--- config.mk ---
export PLATFORM = sky130hd
export DESIGN_NAME = load_store_unit
export DESIGN_NICKNAME = d
export VERILOG_FILES = /design/src/rtl/load_store_unit_pkg.sv /design/src/rtl/load_store_unit_mem_lane_align.sv /design/src/rtl/load_store_unit.sv
export SDC_FILE = /design/constraint.sdc
export NUM_CORES = 1
export LEC_CHECK = 0
export CAP_MARGIN = 20
export CORE_AREA = 5 5 115 117
export DETAILED_ROUTE_END_ITERATION = 10
export DIE_AREA = 0 0 120 122
export GPL_ROUTABILITY_DRIVEN = 0
export PLACE_DENSITY = 0.79
export SETUP_SLACK_MARGIN = 0.05
export SLEW_MARGIN = 15
export SYNTH_ARGS = -nofsm -noshare
export SYNTH_HDL_FRONTEND = slang
export SYNTH_SLANG_ARGS = --single-unit
--- constraint.sdc ---
create_clock -name clk -period 1.62 [get_ports clk]
set_clock_uncertainty 0.05 [all_clocks]
set_input_delay 0.243 -clock clk [delete_from_list [all_inputs] [get_ports clk]]
set_output_delay 0.243 -clock clk [all_outputs]
set_load 0.01 [all_outputs]
--- src/rtl/load_store_unit_pkg.sv ---
// Shared encodings for the memory stage: access widths (common with the control
// decoder) and the load/store FSM states.
package load_store_unit_pkg;

    localparam logic [1:0] MEM_BYTE = 2'b00;
    localparam logic [1:0] MEM_HALF = 2'b01;
    localparam logic [1:0] MEM_WORD = 2'b10;

    typedef enum logic [1:0] {
        ST_IDLE = 2'd0,
        ST_BUSY = 2'd1,
        ST_DONE = 2'd2
    } lsu_state_e;

    // The reserved width is reported as misaligned so it never reaches the bus.
    function automatic logic is_misaligned(input logic [1:0] width, input logic [1:0] off);
        logic r;
        case (width)
            MEM_BYTE: r = 1'b0;
            MEM_HALF: r = off[0];
            MEM_WORD: r = |off;
            default:  r = 1'b1;
        endcase
        return r;
    endfunction

endpackage

--- src/rtl/load_store_unit_mem_lane_align.sv ---
// Combinational byte-lane steering: store enables/replication from the live core
// request, load extraction/extension from the registered request.
module mem_lane_align
    import load_store_unit_pkg::*;
(
    input  logic [1:0]  i_st_width,
    input  logic [1:0]  i_st_off,
    input  logic [31:0] i_wdata,
    output logic [3:0]  o_be,
    output logic [31:0] o_bus_wdata,
    input  logic [1:0]  i_ld_width,
    input  logic [1:0]  i_ld_off,
    input  logic        i_ld_sext,
    input  logic [31:0] i_bus_rdata,
    output logic [31:0] o_ld_data
);

    logic [7:0]  w_byte;
    logic [15:0] w_half;

    always_comb begin
        o_be        = 4'b1111;
        o_bus_wdata = i_wdata;
        case (i_st_width)
            MEM_BYTE: begin
                o_be        = 4'b0001 << i_st_off;
                o_bus_wdata = {4{i_wdata[7:0]}};
            end
            MEM_HALF: begin
                o_be        = 4'b0011 << {i_st_off[1], 1'b0};
                o_bus_wdata = {2{i_wdata[15:0]}};
            end
            default: ;
        endcase
    end

    assign w_byte = i_bus_rdata[{i_ld_off, 3'b000} +: 8];
    assign w_half = i_ld_off[1] ? i_bus_rdata[31:16] : i_bus_rdata[15:0];

    always_comb begin
        o_ld_data = i_bus_rdata;
        case (i_ld_width)
            MEM_BYTE: o_ld_data = {{24{i_ld_sext & w_byte[7]}}, w_byte};
            MEM_HALF: o_ld_data = {{16{i_ld_sext & w_half[15]}}, w_half};
            default:  ;
        endcase
    end

endmodule

--- src/rtl/load_store_unit.sv ---
// Memory-stage load/store unit: turns one core access into a single word-aligned
// req/ack bus transaction, stalling the pipeline until it completes.
module load_store_unit
    import load_store_unit_pkg::*;
#(
    parameter int ADDR_W = 32,
    parameter int DATA_W = 32
) (
    input  logic              clk,
    input  logic              rst_n,
    input  logic              load_mem,
    input  logic              mem_write,
    input  logic [1:0]        mem_width,
    input  logic              mem_sign_extend,
    input  logic [ADDR_W-1:0] addr,
    input  logic [DATA_W-1:0] wdata,
    output logic [DATA_W-1:0] rdata,
    output logic              stall,
    output logic              misaligned,
    output logic              bus_req,
    output logic              bus_we,
    output logic [ADDR_W-1:0] bus_addr,
    output logic [3:0]        bus_be,
    output logic [DATA_W-1:0] bus_wdata,
    input  logic              bus_ack,
    input  logic [DATA_W-1:0] bus_rdata
);

    lsu_state_e        r_state;
    lsu_state_e        w_next;
    logic              w_access;
    logic              w_misalign_raw;
    logic              w_go;
    logic [3:0]        w_be;
    logic [DATA_W-1:0] w_bus_wdata;
    logic [DATA_W-1:0] w_ld_data;

    logic              r_req;
    logic              r_we;
    logic [ADDR_W-1:0] r_addr;
    logic [3:0]        r_be;
    logic [DATA_W-1:0] r_wdata;
    logic [DATA_W-1:0] r_rdata;
    logic [1:0]        r_width;
    logic [1:0]        r_off;
    logic              r_sext;

    assign w_access       = load_mem | mem_write;
    assign w_misalign_raw = is_misaligned(mem_width, addr[1:0]);
    assign w_go           = w_access & ~w_misalign_raw;

    mem_lane_align u_align (
        .i_st_width  (mem_width),
        .i_st_off    (addr[1:0]),
        .i_wdata     (wdata),
        .o_be        (w_be),
        .o_bus_wdata (w_bus_wdata),
        .i_ld_width  (r_width),
        .i_ld_off    (r_off),
        .i_ld_sext   (r_sext),
        .i_bus_rdata (bus_rdata),
        .o_ld_data   (w_ld_data)
    );

    always_ff @(posedge clk or negedge rst_n) begin
        if (!rst_n) r_state <= ST_IDLE;
        else        r_state <= w_next;
    end

    // DONE always falls back to IDLE so a still-held access is not reissued here.
    always_comb begin
        w_next = r_state;
        case (r_state)
            ST_IDLE: if (w_go) w_next = ST_BUSY;
            ST_BUSY: if (bus_ack) w_next = ST_DONE;
            ST_DONE: w_next = ST_IDLE;
            default: w_next = ST_IDLE;
        endcase
    end

    always_comb begin
        stall      = w_go & (r_state != ST_DONE);
        misaligned = w_access & w_misalign_raw;
        rdata      = misaligned ? '0 : r_rdata;
    end

    always_ff @(posedge clk or negedge rst_n) begin
        if (!rst_n) begin
            r_req   <= 1'b0;
            r_we    <= 1'b0;
            r_addr  <= '0;
            r_be    <= '0;
            r_wdata <= '0;
            r_rdata <= '0;
            r_width <= '0;
            r_off   <= '0;
            r_sext  <= 1'b0;
        end else if (r_state == ST_IDLE && w_go) begin
            r_req   <= 1'b1;
            r_we    <= mem_write;
            r_addr  <= {addr[ADDR_W-1:2], 2'b00};
            r_be    <= w_be;
            r_wdata <= w_bus_wdata;
            r_width <= mem_width;
            r_off   <= addr[1:0];
            r_sext  <= mem_sign_extend;
        end else if (r_state == ST_BUSY && bus_ack) begin
            // A store (including load+store together) returns zero.
            r_req   <= 1'b0;
            r_rdata <= r_we ? '0 : w_ld_data;
        end
    end

    assign bus_req   = r_req;
    assign bus_we    = r_we;
    assign bus_addr  = r_addr;
    assign bus_be    = r_be;
    assign bus_wdata = r_wdata;

endmodule

==> flow_summary.ini <==
[clock_tree]
cts-root-buf = clkbuf_16
cts_htree_levels = 3
clk_path_buf_depth = 2
cts_tree = built
numCtsBuffers = 9
clock_sinks = 107
clk_pin_slew_ns = 0.07
clkLatencyLatePin_ns = 0.34

[critical_path]
cp.required_ns = 1.80
cp-start-kind = flop
worst-r2r-cell-count = 6
cp.arrival_ns = 1.74
cp-end-kind = flop
cp_max_fo = 6
timing_worst_setup_path_type = flop to flop

[power_and_ir_drop]
p_seq_share_pct = 38.2
switchingPower_mw = 3.80
pwr-share-clk_pct = 19.1
combinationalPowerShare_pct = 42.6
power.density_nw_per_um2 = 1390
switching_share_pct = 33.7
p_leak_nw = 4.13
power.internal_mw = 7.49
peakVddDrop_mv = 0.661

[final_layout]
regArea_um2 = 2680
stdcell_area_um2 = 8120
fillers = 946
area_growth_pct = 55.5
multiInputGateArea_um2 = 2510
final_layout_size_suffix_gt1_share_pct = 25.2
final_cell_mix = clkdlybuf4s50_1, dfrtp_1, nand2_1, o21ai_0, mux2_4
final_common_cell = clkdlybuf4s50_1
final_nets = 820
utilization_pct = 66.3

[synth]
syn_area_um2 = 5230
synth_area_leader_cell = dfrtp_1
synthFlopType = dfrtp_1
synth.avg_cell_area_um2 = 10.8
synth_top_area_share_pct = 51.2
synthDistinctLibCells = 33
netlist_instances = 482
synth_seq_area_share_pct = 51.2
yosysWarnings = 0
async_flop_share_pct = 100
synth_edf_count = 0
synth_area_leaders = dfrtp_1, mux2_4, mux2i_1
ys_ff_latch = 107

[die]
initial_core_util_pct = 42.6
core_area_um2 = 12300
dieArea_um2 = 14600
pin_count = 208
die_w_um = 120
rows = 41
die_y_um = 122

[drt]
wl_met3_um = 1740
num_vias = 4587
drt_iter0_drc = 365
m1WireLength_um = 6150
wl_per_cell_um = 18.5
remaining_drc_errors = 0
routed_wl_um = 16100
routed.top_layer = met4
firstDrtPassIters = 7
ant_nets = 0
routed-wl-met2_um = 7900
viasPerCell = 5.26

[global_routing]
grt_use_total_pct = 22.0
grt_pass1_vias = 4855
grt_overflow = 0
grt_max_degree = 44
grt_pass1_wl_um = 25400
antenna_found_initial = 1

[sta]
rsz0062_at_grt = true
fin_crit_ns = 1.57
worstMarginPinSlew_ns = 0.585
maxSlewViolCount = 0
fin_crit_sh_pct = 96.8
hold_viol = 0
setup_viol = 0
relSlewSlack_pct = 61.0
fmax_mhz = 638

[hold_path]
min_path_cells = 5
hp-class = input pin to flop

[placed_design]
io_buffers = 205
dpl.hpwl_um = 11900
dpl_cell_area_um2 = 7670

[outcome]
status = complete, no violations

[flow_run]
max_cap_violations = 0
## logic make-up (layout without fill, tap and decap cells)
kind of cell	count (synthesis)	after routing	share of synthesized area [%]
buffers and inverters	39	277	3.88
other	1	3	0.0718
AND/OR/NAND/NOR	135	135	12.7
multiplexers	77	77	18.7
AO/OA/AOI/OAI	123	123	13.4
flip-flops	107	107	51.2
## stage by stage
stage,instances,power [mW],setup TNS [ns],setup WS (ns),hold slack (ns)
finish,872,11.3,0,0.0526,0.302
global route,872,12.0,-0.00427,-0.00427,0.310
detailed placement,844,9.33,-61.45,-0.731,0.149
floorplan,483,6.56,0,0.125,-0.103
global placement,844,9.14,-53.15,-0.642,0.133
CTS,868,11.2,0,0.0512,0.293
## routing by layer
metal	vias up	GRT usage (%)
li1	2132	-
met1	2187	26.2
met2	243	36.6
met3	25	8.22
met4	0	7.95
met5	-	0
## critical path, cell delays in order, from the launching register on
cell,delay [ns]
dfrtp_2,0.49
mux2i_4,0.28
buf_4,0.16
o22ai_4,0.07
buf_4,0.16
a21oi_1,0.16
o21ai_1,0.08
## power by group through the flow
stage	Combinational [mW]	Clock, mW	Sequential [mW]
2_1_floorplan	2.11	0	4.45
3_3_place_gp	4.85	0	4.28
3_5_place_dp	5.00	0	4.32
4_1_cts	4.71	2.22	4.30
5_1_grt	5.23	2.33	4.43
6_report	4.81	2.16	4.31
## layout make-up
cell class / instances / area share [%]
sequential: 107 / 33.0
clock inverter: 4 / 0.416
timing repair buffer: 255 / 29.8
tap: 150 / 2.31
multi-input combinational: 337 / 30.9
inverter: 6 / 0.277
antenna: 1 / 0.0308
clock buffer: 12 / 3.28
## what timing repair did
item / in CTS / in global routing
pin swaps: 3 / 5
hold endpoints to repair: 25 / 0
endpoints found under the setup margin: 154 / 106
gates resized for setup: 177 / 79
buffers inserted: 6 / 3
hold buffers: 1 / 0
cloned: 1 / 1
## worst paths after layout
check	from	to	slack, ns
worst min-delay path	addr[1]	bus_be[1]	0.30
worst max-delay path	r_off[1]	r_rdata[12]	0.05
worst min register to register	bus_wdata[24]	bus_wdata[24]	0.43
min in group asynchronous	rst_n	r_rdata[2]	0.33
worst max register to register	r_off[1]	r_rdata[12]	0.05
max in group asynchronous	rst_n	bus_addr[18]	0.61
## cell usage after synthesis, types with 4 or more instances
cell      instances
mux2i_1          33
o21ai_0          63
mux2_2            4
nor2b_1          33
or3_1             8
buf_6             4
nor2_1           15
clkbuf_1         14
buf_4             4
dfrtp_1         107
inv_1             5
a21oi_1          29
buf_2             9
nand2_1          69
a22oi_1          16
mux2_4           40
nand2b_1          4
o21ai_1           7
## sequential cells by signal, indices dropped and copies added (netlist names)
name       flops
bus_we         1
bus_be         4
r_width        2
r_sext         1
r_state        2
r_rdata       32
bus_addr      30
r_off          2
bus_req        1
bus_wdata     32
Power figures use the tool's default switching activity.
